===== src/rtl/four_input_nor_tester_pkg.sv =====
// Purpose: shared types, constants and the NOR reference function for the 4-input NOR tester.
// Latency: none (declarations only).
// Backpressure: none.
package four_nor_pkg;

    localparam int VEC_W   = 4;
    localparam int NUM_VEC = 16;

    typedef logic [VEC_W-1:0] vec_t;

    // Binary-encoded tester states.
    typedef enum logic [2:0] {
        ST_IDLE   = 3'd0,
        ST_APPLY  = 3'd1,
        ST_WAIT   = 3'd2,
        ST_SAMPLE = 3'd3,
        ST_DONE   = 3'd4
    } state_e;

    // Expected output of a healthy 4-input NOR for the given input vector.
    function automatic logic nor4_expected(input vec_t vec);
        return ~(vec[3] | vec[2] | vec[1] | vec[0]);
    endfunction

endpackage


===== src/rtl/four_input_nor_tester_if.sv =====
// Purpose: bundles the tester's control, gate-drive and result signals.
// Latency: none (wires only).
// Backpressure: none; start is a level, results are held until the next run.
interface four_input_nor_tester_if;
    import four_nor_pkg::*;

    logic       start;
    logic       e_in;
    logic       a_out;
    logic       b_out;
    logic       c_out;
    logic       d_out;
    logic       busy;
    logic       done;
    logic       pass;
    logic [4:0] err_count;
    logic       fail_valid;
    vec_t       first_fail_vec;

    // Tester side: drives the gate inputs and reports results.
    modport master (
        input  start,
        input  e_in,
        output a_out,
        output b_out,
        output c_out,
        output d_out,
        output busy,
        output done,
        output pass,
        output err_count,
        output fail_valid,
        output first_fail_vec
    );

    // Board side: requests runs, closes the loop through the gate, reads results.
    modport slave (
        output start,
        output e_in,
        input  a_out,
        input  b_out,
        input  c_out,
        input  d_out,
        input  busy,
        input  done,
        input  pass,
        input  err_count,
        input  fail_valid,
        input  first_fail_vec
    );

endinterface


===== src/rtl/four_input_nor_tester.sv =====
// Purpose: walks all 16 NOR input vectors, samples E after a settle delay, tallies mismatches.
// Latency: SETTLE_CYCLES+2 cycles per vector, 16*(SETTLE_CYCLES+2) from start accept to DONE.
// Backpressure: start is only honoured in IDLE/DONE; requests while busy are ignored.
module four_input_nor_tester
    import four_nor_pkg::*;
#(
    parameter int SETTLE_CYCLES = 2
) (
    input  logic                 clk,
    input  logic                 rst_n,
    four_input_nor_tester_if.master bus
);

    // Last WAIT count value; unused when there is no settle phase.
    localparam logic [3:0] SETTLE_LAST = 4'((SETTLE_CYCLES > 0) ? SETTLE_CYCLES - 1 : 0);
    localparam vec_t       VEC_LAST    = vec_t'(NUM_VEC - 1);
    localparam bit         HAS_WAIT    = (SETTLE_CYCLES > 0);

    state_e     state_q;
    vec_t       vec_q;
    logic [3:0] cnt_q;
    logic [4:0] err_q;
    logic       fail_vld_q;
    vec_t       first_fail_q;

    // Sequencer: vector walk, settle timing and result accumulation in one registered FSM.
    always_ff @(posedge clk or negedge rst_n) begin
        if (!rst_n) begin
            state_q      <= ST_IDLE;
            vec_q        <= '0;
            cnt_q        <= '0;
            err_q        <= '0;
            fail_vld_q   <= 1'b0;
            first_fail_q <= '0;
        end else begin
            case (state_q)
                ST_IDLE, ST_DONE: begin
                    // A new run wipes the previous results on the accept edge.
                    if (bus.start) begin
                        state_q      <= ST_APPLY;
                        vec_q        <= '0;
                        err_q        <= '0;
                        fail_vld_q   <= 1'b0;
                        first_fail_q <= '0;
                    end
                end
                ST_APPLY: begin
                    cnt_q   <= '0;
                    state_q <= HAS_WAIT ? ST_WAIT : ST_SAMPLE;
                end
                ST_WAIT: begin
                    cnt_q <= cnt_q + 4'd1;
                    if (cnt_q == SETTLE_LAST) begin
                        state_q <= ST_SAMPLE;
                    end
                end
                ST_SAMPLE: begin
                    if (bus.e_in != nor4_expected(vec_q)) begin
                        err_q <= err_q + 5'd1;
                        if (!fail_vld_q) begin
                            fail_vld_q   <= 1'b1;
                            first_fail_q <= vec_q;
                        end
                    end
                    // Vector 15 is terminal: it stays on the gate inputs through DONE.
                    if (vec_q == VEC_LAST) begin
                        state_q <= ST_DONE;
                    end else begin
                        vec_q   <= vec_q + vec_t'(1);
                        state_q <= ST_APPLY;
                    end
                end
                default: begin
                    state_q <= ST_IDLE;
                end
            endcase
        end
    end

    // Outputs decode registered state only.
    assign bus.a_out          = vec_q[3];
    assign bus.b_out          = vec_q[2];
    assign bus.c_out          = vec_q[1];
    assign bus.d_out          = vec_q[0];
    assign bus.busy           = (state_q == ST_APPLY) || (state_q == ST_WAIT) || (state_q == ST_SAMPLE);
    assign bus.done           = (state_q == ST_DONE);
    assign bus.pass           = (state_q == ST_DONE) && (err_q == 5'd0);
    assign bus.err_count      = err_q;
    assign bus.fail_valid     = fail_vld_q;
    assign bus.first_fail_vec = first_fail_q;

endmodule


===== src/flat_wrapper.sv =====
// flat-port wrapper written by rule: the top's interface ports become plain ports
module four_input_nor_tester_flat import four_nor_pkg::*;
#(
    parameter int SETTLE_CYCLES = 2
)
  (clk, rst_n, bus_start, bus_e_in, bus_a_out, bus_b_out, bus_c_out, bus_d_out, bus_busy, bus_done, bus_pass, bus_err_count, bus_fail_valid, bus_first_fail_vec);
  four_input_nor_tester_if bus_i ();
  input  logic clk;
  input  logic rst_n;
  input wire logic [$bits(bus_i.start)-1:0] bus_start;
  input wire logic [$bits(bus_i.e_in)-1:0] bus_e_in;
  output wire logic [$bits(bus_i.a_out)-1:0] bus_a_out;
  output wire logic [$bits(bus_i.b_out)-1:0] bus_b_out;
  output wire logic [$bits(bus_i.c_out)-1:0] bus_c_out;
  output wire logic [$bits(bus_i.d_out)-1:0] bus_d_out;
  output wire logic [$bits(bus_i.busy)-1:0] bus_busy;
  output wire logic [$bits(bus_i.done)-1:0] bus_done;
  output wire logic [$bits(bus_i.pass)-1:0] bus_pass;
  output wire logic [$bits(bus_i.err_count)-1:0] bus_err_count;
  output wire logic [$bits(bus_i.fail_valid)-1:0] bus_fail_valid;
  output wire logic [$bits(bus_i.first_fail_vec)-1:0] bus_first_fail_vec;
  assign bus_i.start = bus_start;
  assign bus_i.e_in = bus_e_in;
  assign bus_a_out = bus_i.a_out;
  assign bus_b_out = bus_i.b_out;
  assign bus_c_out = bus_i.c_out;
  assign bus_d_out = bus_i.d_out;
  assign bus_busy = bus_i.busy;
  assign bus_done = bus_i.done;
  assign bus_pass = bus_i.pass;
  assign bus_err_count = bus_i.err_count;
  assign bus_fail_valid = bus_i.fail_valid;
  assign bus_first_fail_vec = bus_i.first_fail_vec;
  four_input_nor_tester #(.SETTLE_CYCLES(SETTLE_CYCLES)) u_core (.clk(clk), .rst_n(rst_n), .bus(bus_i));
endmodule

===== config.mk =====
export PLATFORM = sky130hd
export DESIGN_NAME = four_input_nor_tester_flat
export DESIGN_NICKNAME = d
export VERILOG_FILES = /design/src/rtl/four_input_nor_tester_pkg.sv /design/src/rtl/four_input_nor_tester_if.sv /design/src/rtl/four_input_nor_tester.sv /design/src/flat_wrapper.sv
export SDC_FILE = /design/constraint.sdc
export NUM_CORES = 1
export LEC_CHECK = 0
export ABC_AREA = 1
export CORE_MARGIN = 5
export CORE_UTILIZATION = 30
export DETAILED_ROUTE_END_ITERATION = 10
export PLACE_DENSITY_LB_ADDON = 0.12
export RECOVER_POWER = 25
export SETUP_SLACK_MARGIN = 0.5
export SYNTH_ARGS = -nofsm -noshare
export SYNTH_HDL_FRONTEND = slang
export SYNTH_SLANG_ARGS = --single-unit

===== constraint.sdc =====
create_clock -name clk -period 1.6 [get_ports clk]
set_input_delay 0.16 -clock clk [delete_from_list [all_inputs] [get_ports clk]]
set_output_delay 0.16 -clock clk [all_outputs]
set_load 0.005 [all_outputs]

After elaboration in Yosys (flattened, before gate mapping)
Cells that the tools add are included.
Widths: inputs -> output; s select.
{ "word_totals": {"in_bits": 4, "reg_bits": 21, "out_inout_bits": 17, "word_cells": 54} }
{ "op_classes": {"n_reduce_logical": 12, "muxes": 17, "eq_ne": 12, "bitwise_logic": 4, "n_addsub": 3} }
{ "ops": {"columns": ["operator", "count"], "rows": [
  ["$pmux 4 s2", 3],
  ["$mux 4", 4],
  ["$pmux 3 s4", 1],
  ["$mux 5", 2],
  ["$pmux 5 s2", 1],
  ["$mux 3", 3],
  ["$add 4x1->4 const B", 2],
  ["$eq 3x2->1 const B", 2],
  ["$ne 2x2->1 const B", 3],
  ["$reduce_and 3->1", 2],
  ["$add 5x1->5 const B", 1],
  ["$logic_not 5->1", 1],
  ["$eq 4x1->1 const B", 1],
  ["$eq 4x4->1 const B", 1],
  ["$ne 2x1->1 const B", 2],
  ["$reduce_and 4->1", 1],
  ["$reduce_bool 2->1", 2],
  ["$eq 3x1->1 const B", 1],
  ["$eq 3x3->1 const B", 1],
  ["$logic_not 3->1", 1],
  ["$or 1x1->1", 3],
  ["$logic_or 1x1->1", 2],
  ["$mux 1", 2],
  ["$pmux 1 s2", 1],
  ["other kinds (5)", 5]
]} }

Longest topological paths before layout
Gate-level depths: netlist of run 1.
{ "depth": {"word_depth": 7, "mapped_depth": 8, "depth_no_buf": 8} }

Worst setup path after synthesis of run 1
No wires, ideal clock.
{ "synth_path": {"kind": "register to register", "start": "register u_core.vec_q[0]", "end": "register u_core.vec_q[2]", "setup_slack_ps": 331, "synth_period_minus_slack_ps": 1269, "path_buffers": 0, "t_arrival_ps": 1143, "required_time_ps": 1474, "stages_incl_launch_ff": 8, "setup_time_ps": 126, "path_cell_list": "dfrtp_1 ha_1 nand3_1 inv_1 nand2_1 nand2_1 nand2_1 o31ai_1"} }
{ "synth_via": {"elab_chain_cells": 3, "elab_cells_between_ends": 6, "classes_between": "1 x add/sub; 2 x eq/ne; 2 x mux; 1 x reduce/logical"} }
{ "synth_lines": {"columns": ["element", "line", "text"], "rows": [
  ["start, declared", "four_input_nor_tester.sv:20", "vec_t vec_q;"],
  ["start signal, assigned", "four_input_nor_tester.sv:69", "vec_q <= vec_q + vec_t'(1);"],
  ["$add 4x1->4 or $eq 4x4->1 (tied branches)", "four_input_nor_tester.sv:69, four_input_nor_tester.sv:66", null],
  ["$mux 4 or $ne 2x2->1 (tied branches)", null, null],
  ["$pmux 4 s2 or $reduce_and 3->1 (tied branches)", null, null]
]} }
Parallel ways exist; a longest one is shown, timed or not. The select of a mux whose other input is x is not followed.
A chain may end at the register's enable or synchronous reset.

Worst setup path after layout of run 1
{ "layout_path": {"start": "register u_core.err_q[0], in the netlist u_core.bus.err_count[0]", "end": "output bus_pass"} }
{ "layout_via": {"elab_chain_cells": 2} }
{ "layout_lines": {"columns": ["element", "line", "text"], "rows": [
  ["start, declared", "four_input_nor_tester.sv:22", "logic [4:0] err_q;"],
  ["start signal, assigned", "four_input_nor_tester.sv:59", "err_q <= err_q + 5'd1;"],
  ["$logic_not 5->1", "four_input_nor_tester.sv:87", "assign bus.pass = (state_q == ST_DONE) && (err_q == 5'd0);"],
  ["$logic_and 1x1->1", "four_input_nor_tester.sv:87", null],
  ["end, declared", "flat_wrapper.sv:18", "output wire logic [$bits(bus_i.pass)-1:0] bus_pass;"]
]} }
No other way between the ends.

==> flow_summary_export.csv, run 1 <==
group,metric,value,unit
floorplanning,chipHeight,72.6,um
placement,dp_hpwl,1.98,mm
timing,clock-skew-final,0.00225,ns
yosys,netlist_top_cells_area,"dfrtp_1 45%, nand2_1 14%, nand3_1 6.0%, inv_1 5.4%, ha_1 5.3%",
clocking,clk_pin_slew,0.08,ns
pwr,p_leak,1.08,nW
routing,drt-initial-drc-count,66,
floorplanning,fp-row-count,22,
timing,min_period,1.34,ns
timing,slew-limit-headroom,65.0,%
floorplanning,dieWidth,72.6,um
yosys,synth-main-ff-cell,"dfrtp_1",
layout,drive_gt1_share,58.7,%
global_route,grt_pass1_vias,1195,
worst_setup_path,critical-path-max-stage-delay,0.40,ns
global_route,grt-ovfl-total,0,
timing,setup_viol,0,
routing,drc,0,
floorplanning,coreArea,3740,um^2
clocking,clockBufferDepth,2,
timing,finalHoldViolations,0,
timing,max_freq,745,MHz
clocking,ctsHtreeMaxLevel,1,
layout,syn_to_final_growth,82.1,%
yosys,yosys.area.top_type_share,44.6,%
layout,fillCellCount,344,
routing,num_vias,1214,
routing,wl,3.35,mm
status,outcome,"finished clean",
yosys,ys_async_sr_fraction,100,%
global_route,grt_max_degree,22,
worst_setup_path,worstSetupStartpointType,"register",
routing,ant_nets,0,
yosys,synth-edff-count,0,
clocking,clock_latency,0.26,ns
routing,wl_per_cell,12.6,um
worst_setup_path,end_kind,"output pin",
yosys,synth_seq_cells,21,
yosys,avgSynthCellArea,8.01,um^2
global_route,antenna_found_initial,0,
floorplanning,start_util,31.5,%
global_route,grt_usage,12.7,%
routing,first_pass_iters,4,
yosys,synth_nets,156,
worst_hold_path,hold_path.class,"input port to async pin",
timing,post-route-period-util,83.9,%
clocking,hold_buffers,0,
worst_setup_path,cpMaxStageDelayCell,"dfrtp_1",
layout,final-seq-area,531,um^2
global_route,grt_pass1_wl,5.23,mm
worst_setup_path,worstPathBufferInverterCount,2,
worst_setup_path,arrival,1.18,ns
timing,fin_setup_tns,0,ns
yosys,synthCells,147,
worst_setup_path,crit_type,"register to output pin",
yosys,ys_seq_area_share,44.6,%
yosys,syn_area,1180,um^2
yosys,synth_cell_type_count,25,
layout,fin_cells,266,
floorplanning,io_pins,21,
job,drv_cap,0,
pwr,peakVddDrop,825,uV
clocking,cts_num_sinks,21,
floorplanning,dieArea,5280,um^2
yosys,yosys_warnings,0,
layout,diodes,0,
routing,vias_per_cell,4.56,
placement,portBuffers,20,
clocking,cts_buffers,3,
worst_setup_path,path_max_fanout,2,
worst_setup_path,worstPathCellList,"inv_2 -> ha_4 -> nand2_2 -> nor3_2 -> buf_2",
placement,routabilityCongestion,0.797,
timing,rsz0062_at_grt,"true",
timing,finalWorstSetupSlack,0.257,ns
placement,post-place-ws,0.116,ns
clocking,cts_tree,"done",
worst_setup_path,crit_family,"flip-flops",
placement,dp_cells,221,
layout,layout.nets,228,
layout,multi_input_area,816,um^2
timing,worstMarginPinSlew,0.525,ns
yosys,synth_largest_area_cell,"dfrtp_1",
pwr,power.density,1740,nW/um^2
timing,maxSlewViolCount,0,
worst_setup_path,worstPathRequired,1.44,ns
clocking,cts-root-buf,"clkbuf_8",
==> report_power, final <==
group,internal [mW],switching (mW),leakage [nW]
registers,0.692,0.128,0.273
clock network,0.177,0.176,0.0228
logic,1.33,1.23,0.787
total,2.20,1.54,1.08
==> cells in the mapped netlist (2+ instances only) <==
master	n
nand4_1	3
inv_2	2
xor2_1	2
nand2_1	44
buf_6	2
ha_1	5
nor2_1	13
nor3_1	2
inv_1	17
nand3_1	14
dfrtp_1	21
o21ai_0	5
nand2_4	2
o22ai_1	3
nor2_2	2
==> flip-flops by register name, indices dropped and copies added (netlist names) <==
signal	cells
u_core.bus.err_count	5
u_core.bus.first_fail_vec	4
u_core.cnt_q	4
u_core.vec_q	4
u_core.state_q	3
u_core.bus.fail_valid	1
==> worst paths after layout <==
path | startpoint | end | slack [ns] | cells after the start
worst min-delay path | rst_n | u_core.state_q[1] | 0.40 | 2
max in group asynchronous | rst_n | u_core.vec_q[2] | 0.82 | 2
min in group clk | u_core.bus.first_fail_vec[3] | u_core.bus.first_fail_vec[3] | 0.48 | 2
worst min register to register | u_core.bus.first_fail_vec[3] | u_core.bus.first_fail_vec[3] | 0.48 | 2
worst max-delay path | u_core.bus.err_count[0] | bus_pass | 0.26 | 5
worst max register to register | u_core.state_q[1] | u_core.bus.err_count[4] | 0.30 | 8
==> cell type report <==
type	count	area share (%)
Timing Repair Buffer	69	29.0
Sequential cell	21	24.7
Clock buffer	4	2.10
Inverter	19	3.33
Multi-Input combinational cell	105	38.0
Tap cell	48	2.80
==> cells by family (layout without fill, tap and decap cells) <==
family / Yosys count / after routing / synth area share, %
XOR/XNOR: 3 / 3 / 2.23
AO/OA/AOI/OAI: 13 / 13 / 6.48
flip-flops: 21 / 21 / 44.6
buffers and inverters: 21 / 92 / 7.97
AND/OR/NAND/NOR: 84 / 84 / 33.4
adder cells (fa/ha/maj): 5 / 5 / 5.31
==> per-stage QoR <==
stage | utilization [%] | hold WS [ns] | area [um^2] | total power, mW
after floorplan | - | -0.136 | 1220 | 1.68
final | 57.3 | 0.399 | 2140 | 3.74
after global routing | 57.3 | 0.475 | 2140 | 4.01
after CTS | 50.0 | 0.257 | 1870 | 3.11
after global placement | 40.5 | 0.460 | 1520 | 2.14
after detailed placement | 40.5 | 0.465 | 1520 | 2.17
==> routing by layer <==
layer  up-vias  global-route usage [%]  share of wire (%)
li1        617                       -                  -
met1       570                    15.9                 43
met2        25                    22.1                 52
met3         2                    1.65                3.9
met4         0                    4.30               0.57
met5         -                       0                  0
==> what timing repair did <==
item,4_1_cts,5_1_grt
gates resized for setup,74,63
pin swaps,20,19
setup endpoints to repair,37,31
buffers inserted,28,13
==> cell usage in the layout, fill, tap and decap left out, types with 4 or more instances in the layout <==
cell type	count
inv_2	6
nor2_4	6
buf_6	26
dlygate4sd2_1	6
nand2_2	22
dfrtp_2	4
dfrtp_1	17
buf_4	24
inv_1	13
nand2_1	14
nand2_4	11
buf_2	4
nand3_1	12
nor2_1	8
(Power assumes the default switching activity.)
==> run 2: changes to the inputs <==
==> constraint.sdc (replaced) <==
create_clock -name clk -period 1.39 [get_ports clk]
set_input_delay 0.139 -clock clk [delete_from_list [all_inputs] [get_ports clk]]
set_output_delay 0.139 -clock clk [all_outputs]
set_load 0.005 [all_outputs]
==> run 2 against run 1 <==
  * Sequential share of layout area grew 0.58 points
  * Cell count down 2.3%
  * Critical path depth is 3 higher
  * Flip-flop and latch count did not move
  * Register-to-register slack worse by 0.26 ns
  * Non-clock buffer count down 6
  * Sequential power increased by 15%
  * Clock power rose by 16%
==> flow_summary_export.csv, run 2 (synthesis gave the netlist of run 1 again) <==
group,metric,value,unit
status,outcome,"finished clean",
timing,worstMarginPinSlew,0.568,ns
placement,post-place-ws,-0.0622,ns
global_route,top_usage_layer,"met2",
layout,syn_to_final_growth,78.4,%
layout,diodes,0,
clocking,cts_num_sinks,21,
routing,drc,0,
layout,fillCellCount,345,
floorplanning,start_util,31.5,%
global_route,grt-ovfl-total,0,
routing,wl_per_cell,12.7,um
worst_setup_path,worstPathRequired,1.59,ns
floorplanning,fp-row-count,22,
clocking,clockBufferDepth,2,
clocking,cts_buffers,3,
timing,max_freq,741,MHz
worst_setup_path,crit_type,"register to register",
clocking,cts-root-buf,"clkbuf_8",
global_route,grt_max_degree,22,
floorplanning,coreArea,3740,um^2
worst_setup_path,path_max_fanout,6,
pwr,finalPower,4.06,mW
placement,placed_area,1560,um^2
timing,slew-limit-headroom,62.1,%
clocking,cts_tree,"done",
routing,drt-initial-drc-count,31,
timing,post-route-period-util,97.0,%
timing,whs,0.386,ns
clocking,clock_latency,0.26,ns
timing,min_period,1.35,ns
global_route,grt_util_met1,17.2,%
job,drv_cap,0,
routing,num_vias,1199,
layout,final_cell_mix,"22 x buf_6, 22 x buf_4, 20 x nand2_1",
timing,finalWorstSetupSlack,0.0414,ns
global_route,grt_pass1_vias,1160,
global_route,grtUsageMet3,1.93,%
timing,setup_viol,0,
pwr,power.density,1930,nW/um^2
pwr,p_leak,1.05,nW
layout,largest_reg_flops,5,
placement,portBuffers,20,
layout,multi_input_area,810,um^2
pwr,peakVddDrop,923,uV
routing,ant_nets,0,
routing,first_pass_iters,4,
floorplanning,dieWidth,72.6,um
layout,layout.nets,222,
floorplanning,chipHeight,72.6,um
clocking,clk_pin_slew,0.08,ns
worst_hold_path,hold_path.class,"input port to async pin",
worst_setup_path,worstSetupStartpointType,"register",
global_route,use_met2,20.8,%
timing,maxSlewViolCount,0,
timing,clock-skew-final,0.00570,ns
floorplanning,dieArea,5280,um^2
routing,vias_per_cell,4.61,
layout,final-seq-area,532,um^2
clocking,ctsHtreeMaxLevel,1,
worst_setup_path,end_kind,"register",
global_route,antenna_found_initial,0,
worst_setup_path,arrival,1.55,ns
placement,dp_hpwl,2.03,mm
routing,wl,3.30,mm
timing,rsz0062_at_grt,"true",
timing,finalHoldViolations,0,
timing,fin_setup_tns,0,ns
placement,routabilityCongestion,0.755,
layout,drive_gt1_share,57.5,%
layout,post-route-cell-area,2100,um^2
global_route,grt_usage,12.9,%
global_route,grt_pass1_wl,5.38,mm
floorplanning,io_pins,21,
run 2: cell count changes in the layout (fill, tap and decap cells not counted), sizes merged:
cell           before  now
buf                54   57
inv                19   18
clkdlybuf4s15       3    0
dlygate4sd2         6    0
clkinv              0    1
run 2: layout make-up:
class	count	share of cell area (%)
repair buffers	63	27.0
flip-flops and latches	21	25.3
inverters	19	4.11
multi-input cells	105	38.5
well taps	48	2.86
clock buffers	4	2.14
run 2: routing by layer:
| layer | part of all wire, % | vias to the layer above |
|---|---|---|
| met5 | 0 | - |
| met4 | 1.4 | 0 |
| met3 | 2.6 | 6 |
| met2 | 51 | 18 |
| met1 | 45 | 574 |
| li1 | - | 601 |
run 2: final timing paths:
kind                                              start                      endpoint  slack [ns]  cells past startpoint
min in group clk           u_core.bus.first_fail_vec[3]  u_core.bus.first_fail_vec[3]        0.47                      2
hold / removal                                    rst_n             u_core.state_q[1]        0.39                      2
setup reg to reg                        u_core.vec_q[0]       u_core.bus.err_count[0]        0.04                      8
setup / recovery                        u_core.vec_q[0]       u_core.bus.err_count[0]        0.04                      8
hold reg to reg            u_core.bus.first_fail_vec[3]  u_core.bus.first_fail_vec[3]        0.47                      2
max in group asynchronous                         rst_n               u_core.vec_q[3]        0.59                      2
run 2: power breakdown:
group	switching (mW)	internal (mW)
clock	0.207	0.205
combinational	1.38	1.33
sequential	0.146	0.797
total	1.73	2.33
run 2: timing repair:
item	4_1_cts	5_1_grt
pin swaps	13	24
setup buffers	20	11
endpoints found under the setup margin	38	38
hold buffers	0	0
gates resized for setup	106	43
run 2: critical path, stage by stage (launching register included):
cell and delay, ns:
dfrtp_2 0.45, buf_6 0.14, nor2_4 0.13, nand2_2 0.08, nand2_4 0.09, nand3_4 0.14
nand2_8 0.14, nand2_2 0.06, nand2_2 0.05
run 2: through the flow:
step | std cells | utilization (%)
floorplan | 147 | -
global placement | 225 | 41.6
detailed placement | 225 | 41.6
CTS | 249 | 50.0
global route | 260 | 56.1
finish | 260 | 56.1
